`config.mk`:
```
export PLATFORM = sky130hd
export DESIGN_NAME = ifetch_unit
export DESIGN_NICKNAME = d
export VERILOG_FILES = /design/src/rtl/ifetch_unit.sv
export SDC_FILE = /design/constraint.sdc
export NUM_CORES = 1
export LEC_CHECK = 0
export ABC_AREA = 0
export BUFFER_PORTS_ARGS = -buffer_cell sky130_fd_sc_hd__buf_2
export CELL_PAD_IN_SITES_DETAIL_PLACEMENT = 1
export CELL_PAD_IN_SITES_GLOBAL_PLACEMENT = 1
export CORE_ASPECT_RATIO = 1.75
export CORE_MARGIN = 2
export CORE_UTILIZATION = 35
export DETAILED_ROUTE_END_ITERATION = 6
export GPL_TIMING_DRIVEN = 0
export PLACE_DENSITY = 0.75
export SYNTH_ARGS = -nofsm -noshare
export SYNTH_HDL_FRONTEND = slang
export SYNTH_SLANG_ARGS = --single-unit
```
`constraint.sdc`:
```
create_clock -name clk -period 3.46 [get_ports clk]
set_input_delay 0.519 -clock clk [delete_from_list [all_inputs] [get_ports clk]]
set_output_delay 0.519 -clock clk [all_outputs]
set_load 0.05 [all_outputs]
```
`src/rtl/ifetch_unit.sv`:
```
// ifetch_unit: PC register, single-outstanding instruction fetch and next-PC selection
// for the single-cycle MIPS core. Rev 1.0
`timescale 1ns/1ps
`default_nettype none

module ifetch_unit #(
    parameter logic [31:0] RESET_PC = 32'h0000_0000
) (
    input  logic        clk,
    input  logic        rstn,
    input  logic [1:0]  NPCOp,
    input  logic [31:0] rs_data,
    input  logic        ex_done,
    output logic        imem_req,
    output logic [31:0] imem_addr,
    input  logic        imem_rvalid,
    input  logic [31:0] imem_rdata,
    output logic [31:0] instr,
    output logic        instr_valid,
    output logic [31:0] pc,
    output logic [31:0] pc_plus4,
    output logic        err,
    output logic [31:0] retire_cnt
);

    typedef enum logic [1:0] {
        S_FETCH = 2'd0,
        S_HOLD  = 2'd1,
        S_ERROR = 2'd2
    } state_t;

    localparam logic [1:0] c_NPC_PLUS4  = 2'b00;
    localparam logic [1:0] c_NPC_BRANCH = 2'b01;
    localparam logic [1:0] c_NPC_JUMP   = 2'b10;
    localparam logic [1:0] c_NPC_JR     = 2'b11;

    state_t      r_state;
    logic [31:0] r_pc;
    logic [31:0] r_instr;
    logic        r_instr_valid;
    logic        r_err;
    logic [31:0] r_retire_cnt;

    logic [31:0] w_pc_plus4;
    logic [31:0] w_br_off;
    logic [31:0] w_npc;

    assign w_pc_plus4 = r_pc + 32'd4;
    assign w_br_off   = {{14{r_instr[15]}}, r_instr[15:0], 2'b00};

    always_comb begin
        w_npc = w_pc_plus4;
        case (NPCOp)
            c_NPC_PLUS4:  w_npc = w_pc_plus4;
            c_NPC_BRANCH: w_npc = w_pc_plus4 + w_br_off;
            c_NPC_JUMP:   w_npc = {w_pc_plus4[31:28], r_instr[25:0], 2'b00};
            c_NPC_JR:     w_npc = rs_data;
            default:      w_npc = w_pc_plus4;
        endcase
    end

    always_ff @(posedge clk or negedge rstn) begin
        if (!rstn) begin
            r_state       <= S_FETCH;
            r_pc          <= RESET_PC;
            r_instr       <= 32'd0;
            r_instr_valid <= 1'b0;
            r_err         <= 1'b0;
            r_retire_cnt  <= 32'd0;
        end else begin
            case (r_state)
                S_FETCH: begin
                    if (imem_rvalid) begin
                        r_instr       <= imem_rdata;
                        r_instr_valid <= 1'b1;
                        r_state       <= S_HOLD;
                    end
                end
                S_HOLD: begin
                    if (ex_done) begin
                        r_instr_valid <= 1'b0;
                        r_retire_cnt  <= r_retire_cnt + 32'd1;
                        // A misaligned target retires the instruction but freezes the PC.
                        if (w_npc[1:0] != 2'b00) begin
                            r_err   <= 1'b1;
                            r_state <= S_ERROR;
                        end else begin
                            r_pc    <= w_npc;
                            r_state <= S_FETCH;
                        end
                    end
                end
                S_ERROR: begin
                    r_instr_valid <= 1'b0;
                end
                default: begin
                    r_instr_valid <= 1'b0;
                    r_err         <= 1'b1;
                    r_state       <= S_ERROR;
                end
            endcase
        end
    end

    // Gated by rstn so the request drops the moment reset is asserted.
    assign imem_req    = rstn && (r_state == S_FETCH);
    assign imem_addr   = r_pc;
    assign instr       = r_instr;
    assign instr_valid = r_instr_valid;
    assign pc          = r_pc;
    assign pc_plus4    = w_pc_plus4;
    assign err         = r_err;
    assign retire_cnt  = r_retire_cnt;

endmodule

`default_nettype wire

```
==> summary.md, run 1 <==
| Metric | Value |
|---|---|
| Clk root buf | clkbuf_16 |
| First-pass GRT wire length | 41,400 µm |
| Netlist cell types | 60 |
| Critical path startpoint category | flip-flop |
| Die footprint | 21,200 µm² |
| Routed wire length | 27,600 µm |
| Critical path, cell by cell | and4_4 > nand2_4 > nor3_4 > nand4_1 > buf_6 > xnor2_4 > ha_4 > nand4_1 > nor2_1 > nor2_2 > or3_4 > a211o_4 > and3_1 > a2bb2oi_1 > a311o_1 > a21oi_1 |
| Die Wd | 111 µm |
| Residual DRC | 0 |
| Post-Syn Area per Cell | 9.46 µm² |
| GRT overflow | 0 |
| Final instance area | 10,200 µm² |
| Most used cell along the critical path | nand4_1 |
| Fin. Hold Viols | 0 |
| Gpl congestion | 0.930 |
| Post-DP HPWL | 20,300 µm |
| #FFs+latches synth | 100 |
| Clk sink count | 100 |
| Mapped Nets | 849 |
| Failing checks | setup timing |
| Fmax | 279 MHz |
| Total Nets Final | 1,146 |
| Register area share after synthesis | 35.7% |
| Max stage delay on crit path | 0.39 ns |
| Wire per inst | 21.4 µm |
| IO Port Bufs | 232 |
| Clock transition at path regs | 0.08 ns |
| Run status | finished, violations left |
| Dpl cells | 1,221 |
| Final worst setup slack | -0.123 ns |
| Dpl cell area | 9150 µm² |
| Leak | 4.92 nW |
| Vias in the first global route | 7,334 |
| R2R Setup Slk | -0.12 ns |
| Critical path's slowest cell | dfrtp_2 |
| Max cap viols | 0 |
| Starting Density | 35.6% |
| Fin cells | 1,291 |
| Max-slew violations | 0 |
| P&R area growth vs syn | 46.0% |
| Fillers | 2,301 |
| Via/cell ratio | 5.44 |
| Post-synth EDFFs | 0 |
| Core ar. | 19,700 µm² |
| Worst min-delay path class | in -> async |
| Post-Syn Area | 7020 µm² |
| Rows | 68 |
| Setup violations, final | 6 |
| Layout Utilization | 51.9% |
| Post-route setup TNS | -0.454 ns |
| Largest net degree at the start of global routing | 68 |
| GRT Util Overall | 25.3% |
| CP Data Required Time | 3.76 ns |
| Die height | 191 µm |
| Crit path time final | 3.58 ns |
| Worst-path maximum fanout | 5 |
| Critical Path End Type | flip-flop |
| Num CTS Buffers | 9 |
| Clock Skew | 0.0125 ns |
| Routed vias | 7,022 |
| Clk_lat worst skew | 0.37 ns |
| Post-synth ARST share | 100% |
| Synth Flop Type | dfrtp_1 |
| Layout cell share with drive strength beyond 1 | 49.4% |
| Max VDD drop | 731 µV |
| Hold_ws | 0.121 ns |
| H-tree lvl count | 3 |
| RSZ-0062 raised after global routing | yes |
| Detail Route Antenna Nets | 0 |
| Pwr Density | 1200 nW/µm² |
| Clock Tree Buf Depth | 2 |
| DRT Pass-1 Iters | 4 |
| I/O pins | 233 |
| Initial antenna violation count | 3 |
| CP Class | reg -> reg |
| Tcrit/Tclk final | 104% |
| Post-synthesis cell count | 742 |
| Critical Path AT | 3.88 ns |
| Slew headroom | 7.29% |
| CTS tree | yes |
| Yosys warnings | 0 |
| 1st-iter DRT viols | 247 |
| Least-Margin Pin Slew | 1.39 ns |
-- report_power, final --
group          internal (mW)  total (mW)  leakage (nW)  switching (mW)
clock                  0.508        1.05         0.140           0.540
combinational           3.39        9.02          3.55            5.63
sequential              1.58        2.27          1.23           0.691
total                   5.48        12.3          4.92            6.86
-- kinds of logic (layout without fill, tap and decap cells) --
family                   after synthesis  count (layout)  synth area share (%)
AND/OR/NAND/NOR                      247             247                  17.1
multiplexers                          64              64                  12.3
other                                  0               2                     0
buffers and inverters                 76             378                  5.90
adder cells (fa/ha/maj)               37              37                  6.70
flip-flops                           100             100                  35.7
AO/OA/AOI/OAI                        138             138                  12.4
XOR/XNOR                              80              80                  9.98
-- cells in the final DEF (no fill, tap or decap), drive strengths merged, types with 14 or more instances in the layout --
cell	instances
buf	327
dfrtp	100
nand2	83
nor2	55
xnor2	51
a21oi	48
mux2	38
ha	36
nand3	31
o21ai	30
xor2	29
clkbuf	25
inv	23
nand4	20
nor3	15
a21o	14
mux4	14
-- cell type report --
type	instances	area (µm²)	area share, %
tap	245	307	2.99
multi-input combinational	566	5050	49.3
timing repair buffer	287	1630	15.9
clock buffer	9	225	2.20
sequential	100	2530	24.7
inverter	19	71.3	0.696
clock inverter	7	67.6	0.659
antenna	2	5.00	0.0488
buffer	56	357	3.48
-- routing by layer --
metal / vias to the layer above / part of all wire [%] / GRT usage [%]
met5: - / 0.040 / 0
met4: 2 / 3.8 / 11.2
met3: 56 / 4.7 / 4.06
met2: 209 / 56 / 49.3
met1: 3530 / 35 / 26.4
li1: 3225 / - / -
-- worst max-delay path, delay by kind of cell (launching register included) --
| kind | cells | cell delay, ns |
|---|---|---|
| simple gates | 9 | 1.55 |
| fa+ha+maj | 1 | 0.31 |
| flops | 1 | 0.39 |
| buf+inv | 1 | 0.16 |
| compound gates | 4 | 0.94 |
| xor+xnor | 1 | 0.14 |
-- timing repair --
item                       in CTS  in global routing
buffers inserted               29                 24
hold buffers                    0                  0
gates resized for setup        36                 45
setup endpoints to repair      26                 15
pin swaps                      28                 32
cloned                          0                  0
-- worst paths after layout --
path | from | endpoint | cells after the start
max | imem_addr[4]$_DFFE_PN0P_ | imem_addr[31]$_DFFE_PN0P_ | 16
min | rstn | retire_cnt[26]$_DFFE_PN0P_ | 1
max reg2reg | imem_addr[4]$_DFFE_PN0P_ | imem_addr[31]$_DFFE_PN0P_ | 16
min reg2reg | retire_cnt[31]$_DFFE_PN0P_ | retire_cnt[31]$_DFFE_PN0P_ | 1
max in group asynchronous | rstn | imem_addr[2]$_DFFE_PN0P_ | 2
min in group clk | imem_rdata[15] | instr[15]$_DFFE_PN0P_ | 3
-- Yosys cell counts (all sizes together), types with 4 or more instances --
master  number  share of area (%)
a221oi       5               0.62
nor2b        6               0.53
nor2        55                2.9
and3        12                1.1
nor3        15                1.1
mux2i       12                1.7
mux2        38                6.1
xnor2       51                6.4
mux4        14                4.5
a21o        14                1.5
a21oi       48                3.5
ha          36                6.4
buf         39                3.9
clkbuf      18               0.96
nand4       20                1.9
o21ai       30                2.1
nand2       83                4.4
nand2b       4               0.36
a31oi        8               0.71
xor2        29                3.6
o22ai        4               0.36
and2         5               0.45
dfrtp      100                 36
inv         19                1.0
nand3       31                2.2
-- state kept, by name, summed over array words and instances, names as in the netlist --
| signal | count |
|---|---|
| imem_addr | 32 |
| instr | 32 |
| retire_cnt | 32 |
| r_state | 2 |
| err | 1 |
| instr_valid | 1 |
-- metrics by stage --
| step | setup slack [ns] | power [mW] |
|---|---|---|
| 3_5_place_dp | -0.801 | 10.1 |
| 6_report | -0.123 | 12.3 |
| 3_3_place_gp | -0.798 | 10.0 |
| 4_1_cts | -0.0175 | 11.6 |
| 5_1_grt | -0.276 | 13.0 |
| 2_1_floorplan | -0.373 | 8.34 |
Note: power is estimated with default switching activity, not from simulation.
==> run 2: changes to the inputs <==
--- a/config.mk
+++ b/config.mk
@@ -12,8 +12,8 @@
 export CORE_ASPECT_RATIO = 1.75
 export CORE_MARGIN = 2
-export CORE_UTILIZATION = 35
+export CORE_UTILIZATION = 38
 export DETAILED_ROUTE_END_ITERATION = 6
 export GPL_TIMING_DRIVEN = 0
-export PLACE_DENSITY = 0.75
+export PLACE_DENSITY = 0.78
 export SYNTH_ARGS = -nofsm -noshare
 export SYNTH_HDL_FRONTEND = slang
==> constraint.sdc (replaced) <==
create_clock -name clk -period 3.8 [get_ports clk]
set_input_delay 0.57 -clock clk [delete_from_list [all_inputs] [get_ports clk]]
set_output_delay 0.57 -clock clk [all_outputs]
set_load 0.1 [all_outputs]
==> run 2 against run 1 <==
Net effect: the run now ends clean; cell area is 3.1% lower; sequential share of layout area is 1.2 points higher; global-route usage is 2.4 points higher; count of clock-buffer cells in the layout stayed put; critical path type unchanged; critical endpoint unchanged; largest cell class unchanged.
==> summary.md, run 2 (same netlist as run 1, synthesis figures left out) <==
| Metric | Value |
|---|---|
| Run status | completed |
| Slew headroom | 14.3% (+7.0 points) |
| Max cap viols | 0 (unchanged) |
| First-pass GRT wire length | 41,300 µm (about the same) |
| Critical path, cell by cell | nand4_1 > or2_4 > nor2_4 > nand4_1 > xnor2_4 > ha_4 > inv_1 > o21ai_0 > a21oi_1 > o21ai_1 > a2111oi_2 > o21ai_1 > a311o_1 > a21oi_2 |
| Max-slew violations | 0 (unchanged) |
| Starting Density | 38.9% (+3.3 points) |
| FF-to-FF path depth | 14 (-2) |
| H-tree lvl count | 3 (unchanged) |
| I/O pins | 233 (unchanged) |
| Total Nets Final | 1,113 (-2.9%) |
| CTS tree | yes |
| Initial antenna violation count | 0 (-3) |
| Layout cell share with drive strength beyond 1 | 46.1% (-3.3 points) |
| Detail Route Antenna Nets | 0 (unchanged) |
| Clock Skew | 0.0142 ns (+0.00173 ns) |
| R2R Setup Slk | 0.14 ns (+0.27 ns) |
| CTS Hold Bufs | 0 (unchanged) |
| Cell count along the critical path | 14 (-2) |
| Worst Setup SP | imem_addr[14]$_DFFE_PN0P_ |
| Die footprint | 19,600 µm² (-7.7%) |
| IO Port Bufs | 232 (unchanged) |
| Tcrit/Tclk final | 96.3% (-7.3 points) |
| Routed wire length | 26,900 µm (-2.5%) |
| Fin. Hold Viols | 0 (unchanged) |
| Max stage delay on crit path | 0.52 ns (+0.13 ns) |
| Antenna cells | 0 (-2) |
| Critical Path End Type | flip-flop |
| CP Class | reg -> reg |
| Critical path startpoint category | flip-flop |
| Die Wd | 107 µm (-3.9%) |
| 1st-iter DRT viols | 255 (+3.2%) |
| Clock Tree Buf Depth | 2 (unchanged) |
| GRT overflow | 0 (unchanged) |
| Core ar. | 18,100 µm² (-8.5%) |
| Wire per inst | 21.6 µm (+1.1%) |
| Via/cell ratio | 5.50 (+1.1%) |
| Gpl congestion | 0.936 (+0.62%) |
| Setup violations, final | 0 (-6) |
| GRT Util Overall | 27.7% (+2.4 points) |
| Crit path time final | 3.66 ns (+0.0747 ns) |
| CP delay by family, top | compound AO/OA/AOI/OAI gates |
| Die height | 184 µm (-3.9%) |
| Residual DRC | 0 (unchanged) |
| Vias in the first global route | 7,441 (+1.5%) |
| Fmax | 273 MHz (-2.0%) |
| Post-DP HPWL | 20,600 µm (+1.2%) |
| DRT Pass-1 Iters | 4 (unchanged) |
| Rows | 65 (-4.4%) |
| Commonest cells after routing, fill and taps aside | buf_2 (231), nand2_1 (80), dfrtp_1 (79) |
| Num CTS Buffers | 9 (unchanged) |
| Clock transition at path regs | 0.09 ns (about the same) |
| Commonest non-fill, non-tap cell in the layout | buf_2 |
| Worst-path maximum fanout | 8 (+3) |
| Clk sink count | 100 (unchanged) |
| Least-Margin Pin Slew | 1.28 ns (-0.114 ns) |
| Capture point of the worst reg-to-reg path | imem_addr[31]$_DFFE_PN0P_ |
| Clk root buf | clkbuf_16 |
| WP buf/inv | 1 (unchanged) |
| Critical path's slowest cell | dfrtp_4 |
| Fillers | 2,144 (-6.8%) |
| Critical Path AT | 3.95 ns (+0.07 ns) |
| Largest net degree at the start of global routing | 54 (-21%) |
| CP Data Required Time | 4.10 ns (+0.34 ns) |
| Worst min-delay path class | in -> async |
| Worst R2R Start | imem_addr[14]$_DFFE_PN0P_ |
| Worst setup path endpoint | imem_addr[31]$_DFFE_PN0P_ |
| P&R area growth vs syn | 41.4% |
| Routed vias | 6,849 (-2.5%) |
| Layout Utilization | 55.0% (+3.1 points) |
| Clk_lat worst skew | 0.36 ns (about the same) |
run 2: worst min-delay path by stage:
stage | end | slack [ns] | from | cells past startpoint
2_1_floorplan | err$_DFFE_PN0P_ | 0.27 | rstn | 0
3_3_place_gp | err$_DFFE_PN0P_ | 0.45 | err$_DFFE_PN0P_ | 1
3_5_place_dp | err$_DFFE_PN0P_ | 0.44 | err$_DFFE_PN0P_ | 1
4_1_cts | imem_addr[3]$_DFFE_PN0P_ | 0.26 | rstn | 1
5_1_grt | retire_cnt[2]$_DFFE_PN0P_ | 0.29 | rstn | 1
6_report | retire_cnt[6]$_DFFE_PN0P_ | 0.25 | rstn | 1
run 2: cell type report:
cell class,count,area (µm²),share of cell area (%)
Multi-Input combinational cell,566,4980,50.2
Sequential cell,100,2570,25.9
Timing Repair Buffer,254,1370,13.8
Buffer,56,355,3.58
Tap cell,234,293,2.95
Clock buffer,9,225,2.27
Inverter,19,71.3,0.718
Clock inverter,7,60.1,0.605
run 2: what timing repair did:
item                                    CTS  global route
hold endpoints to repair                  0             0
setup buffers                             7            14
gates resized for setup                  10            27
endpoints found under the setup margin   20            10
pin swaps                                 4            16
run 2: per-stage QoR:
step / worst slack [ns] / setup TNS (ns) / cell area [µm²] / cells / hold WS (ns)
2_1_floorplan: -0.409 / -3.58 / 7800 / 742 / 0.274
3_3_place_gp: -0.530 / -3.52 / 9250 / 1208 / 0.446
3_5_place_dp: -0.636 / -5.02 / 9290 / 1209 / 0.444
4_1_cts: 0.0110 / 0 / 9660 / 1231 / 0.264
5_1_grt: -0.00608 / -0.00634 / 9930 / 1245 / 0.294
6_report: 0.142 / 0 / 9930 / 1245 / 0.252
run 2: routing by layer:
layer  wire length [µm]  vias to the layer above  global-route usage, %  share of wire [%]
met5                  0                        -                      0                  0
met4                949                        0                   12.2                3.5
met3               1460                       52                   5.03                5.4
met2              15100                      228                   52.6                 56
met1               9450                     3422                   29.2                 35
li1                   -                     3147                      -                  -
Power of run 2 is not shown: default switching activity piles up to over one toggle a cycle in this logic, so the estimate is an artifact.
==> run 3: changes to the inputs <==
BUFFER_PORTS_ARGS = -buffer_cell sky130_fd_sc_hd__buf_4   (was -buffer_cell sky130_fd_sc_hd__buf_2)
CORE_UTILIZATION = 40   (was 38)
PLACE_DENSITY = 0.81   (was 0.78)
clock period = 4.5 ns   (was 3.8 ns; I/O delays follow)
==> run 3 against run 2 <==
Net effect: sequential cell count did not move; clock skew is 0.00062 ns higher; global-route usage grew 0.90 points; hold slack worse by 0.081 ns; register-to-register slack better by 0.06 ns; count of clock-buffer cells in the layout increased by 1; final cell count down 1.7%; sequential share of layout area down 0.11 points; first-iteration DRC count rose by 0.78%; critical path type unchanged.
==> summary.md, run 3 (same netlist as run 1, synthesis figures left out) <==
| Metric | Value |
|---|---|
| Die height | 179 µm (-2.5%) |
| Antenna cells | 0 (unchanged) |
| Final worst setup slack | 0.204 ns (+0.0617 ns) |
| Max cap viols | 0 (unchanged) |
| GRT overflow | 0 (unchanged) |
| Layout Utilization | 56.6% (+1.6 points) |
| Clock Skew | 0.0148 ns (+0.000620 ns) |
| Clk_lat worst skew | 0.37 ns (about the same) |
| Num CTS Buffers | 9 (unchanged) |
| Setup violations, final | 0 (unchanged) |
| Least-Margin Pin Slew | 1.26 ns (-0.0204 ns) |
| Initial antenna violation count | 0 (unchanged) |
| CP Data Required Time | 4.79 ns (+0.69 ns) |
| Fin cells | 1,224 (-1.7%) |
| Residual DRC | 0 (unchanged) |
| Capture point of the worst reg-to-reg path | imem_addr[31]$_DFFE_PN0P_ |
| Worst slack, placed | -0.0944 ns (+0.542 ns) |
| Fin. Hold Viols | 0 (unchanged) |
| Worst min-delay path class | in -> async |
| Fillers | 2,029 (-5.4%) |
| Cell count along the critical path | 16 (+2) |
| Dpl cells | 1,205 (-0.33%) |
| Total Nets Final | 1,095 (-1.6%) |
| Via/cell ratio | 5.58 (+1.4%) |
| Gpl congestion | 0.885 (-5.4%) |
| Vias in the first global route | 7,450 (+0.12%) |
| Run status | completed |
| Critical path, cell by cell | clkbuf_1 > nand4_1 > or2_1 > buf_2 > nor3_2 > nand2_1 > xnor2_4 > ha_1 > a21oi_1 > o21ai_0 > a21oi_1 > o21ai_0 > a2111oi_0 > o21ai_1 > a311o_1 > a21oi_1 |
| Crit path time final | 4.30 ns (+0.638 ns) |
| Reg area | 2540 µm² (-1.4%) |
| FF-to-FF path depth | 16 (+2) |
| CTS tree | yes |
| Slew headroom | 16.1% (+1.8 points) |
| Most used cell along the critical path | a21oi_1 |
| Clk sink count | 100 (unchanged) |
| Worst-path maximum fanout | 7 (-1) |
| Clk root buf | clkbuf_16 |
| Die footprint | 18,700 µm² (-4.9%) |
| Max stage delay on crit path | 0.43 ns (-0.09 ns) |
| Routed wire length | 26,700 µm (-0.71%) |
| CP Class | reg -> reg |
| IO Port Bufs | 232 (unchanged) |
| Fmax | 233 MHz (-15%) |
| Post-DP HPWL | 20,500 µm (-0.14%) |
| Wire per inst | 21.8 µm (+1.0%) |
| 1st-iter DRT viols | 257 (+0.78%) |
| Detail Route Antenna Nets | 0 (unchanged) |
| First-pass GRT wire length | 40,700 µm (-1.6%) |
| Critical path's slowest cell | dfrtp_4 |
| Starting Density | 40.4% (+1.5 points) |
| Commonest non-fill, non-tap cell in the layout | buf_4 |
| Largest net degree at the start of global routing | 102 (+89%) |
| Critical path startpoint category | flip-flop |
| Clock Tree Buf Depth | 2 (unchanged) |
| H-tree lvl count | 3 (unchanged) |
| Clock transition at path regs | 0.08 ns (about the same) |
| Core ar. | 17,400 µm² (-3.8%) |
| WP buf/inv | 2 (+1) |
| Routed vias | 6,830 (-0.28%) |
| Worst Setup SP | imem_addr[10]$_DFFE_PN0P_ |
| Worst setup path endpoint | imem_addr[31]$_DFFE_PN0P_ |
| RSZ-0062 raised after global routing | no |
| CP delay by family, top | compound AO/OA/AOI/OAI gates |
| Final instance area | 9830 µm² (-0.93%) |
| P&R area growth vs syn | 40.1% |
| Dpl cell area | 9490 µm² (+2.2%) |
| Worst R2R Start | imem_addr[10]$_DFFE_PN0P_ |
| R2R Setup Slk | 0.20 ns (+0.06 ns) |
| Critical Path AT | 4.59 ns (+0.64 ns) |
| I/O pins | 233 (unchanged) |
| Commonest cells after routing, fill and taps aside | buf_4 (267), nand2_1 (83), dfrtp_1 (83) |
| Layout cell share with drive strength beyond 1 | 39.7% (-6.4 points) |
| GRT Util Overall | 28.6% (+0.90 points) |
| Die Wd | 104 µm (-2.4%) |
| Tcrit/Tclk final | 95.5% (-0.79 points) |
| Area taken by multi-input logic gates | 4520 µm² (-9.3%) |
| DRT Pass-1 Iters | 4 (unchanged) |
| Rows | 64 (-1.5%) |
| Critical Path End Type | flip-flop |
| Max-slew violations | 0 (unchanged) |
run 3: cell count changes in the layout (fill, tap and decap cells not counted), moves of 5 or more:
cell / delta
xnor2_4: -5
ha_1: +15
a21oi_1: +7
dfrtp_2: +8
ha_4: -12
buf_2: -230
a21oi_2: -6
dfrtp_4: -12
buf_4: +214
run 3: layout make-up:
class / instances / share of cell area, %
Clock inverter: 6 / 0.483
Buffer: 57 / 3.49
Sequential cell: 100 / 25.8
Timing Repair Buffer: 235 / 18.2
Tap cell: 231 / 2.94
Inverter: 19 / 0.725
Multi-Input combinational cell: 566 / 46.0
Clock buffer: 10 / 2.43
run 3: layer usage:
metal	part of all wire, %	GRT usage (%)	wire (µm)	vias up
met4	4.0	13.7	1080	0
met5	0	0	0	-
li1	-	-	-	3105
met3	5.9	6.51	1590	63
met2	56	56.0	15100	231
met1	34	28.1	8970	3431
run 3: metrics by stage:
step                      setup TNS [ns]  hold WS [ns]
after floorplan                  -0.0485         0.379
after global placement                 0         0.460
after detailed placement          -0.160         0.469
after CTS                              0         0.481
after global routing                   0         0.181
final                                  0         0.170
run 3: worst register-to-register path, cell delays in order, from the launching register on:
cell and delay, ns:
dfrtp_4 0.43, clkbuf_1 0.32, nand4_1 0.33, or2_1 0.32, buf_2 0.21, nor3_2 0.30, nand2_1 0.18, xnor2_4 0.19
ha_1 0.36, a21oi_1 0.18, o21ai_0 0.11, a21oi_1 0.15, o21ai_0 0.10, a2111oi_0 0.41, o21ai_1 0.22, a311o_1 0.31
a21oi_1 0.12
run 3: worst min path at each step:
stage	cells past startpoint	slack [ns]	end
2_1_floorplan	0	0.38	err$_DFFE_PN0P_
3_3_place_gp	1	0.46	err$_DFFE_PN0P_
3_5_place_dp	1	0.47	retire_cnt[31]$_DFFE_PN0P_
4_1_cts	1	0.48	retire_cnt[31]$_DFFE_PN0P_
5_1_grt	1	0.18	instr[7]$_DFFE_PN0P_
6_report	1	0.17	imem_addr[29]$_DFFE_PN0P_
run 3: repair_timing:
| action | 4_1_cts | 5_1_grt |
|---|---|---|
| resized for setup | 0 | 4 |
| buffers inserted | 2 | 0 |
| endpoints found under the setup margin | 6 | 2 |
| hold buffers | 0 | 0 |
| pin swaps | 1 | 1 |
Power of run 3 is left out for the same reason.
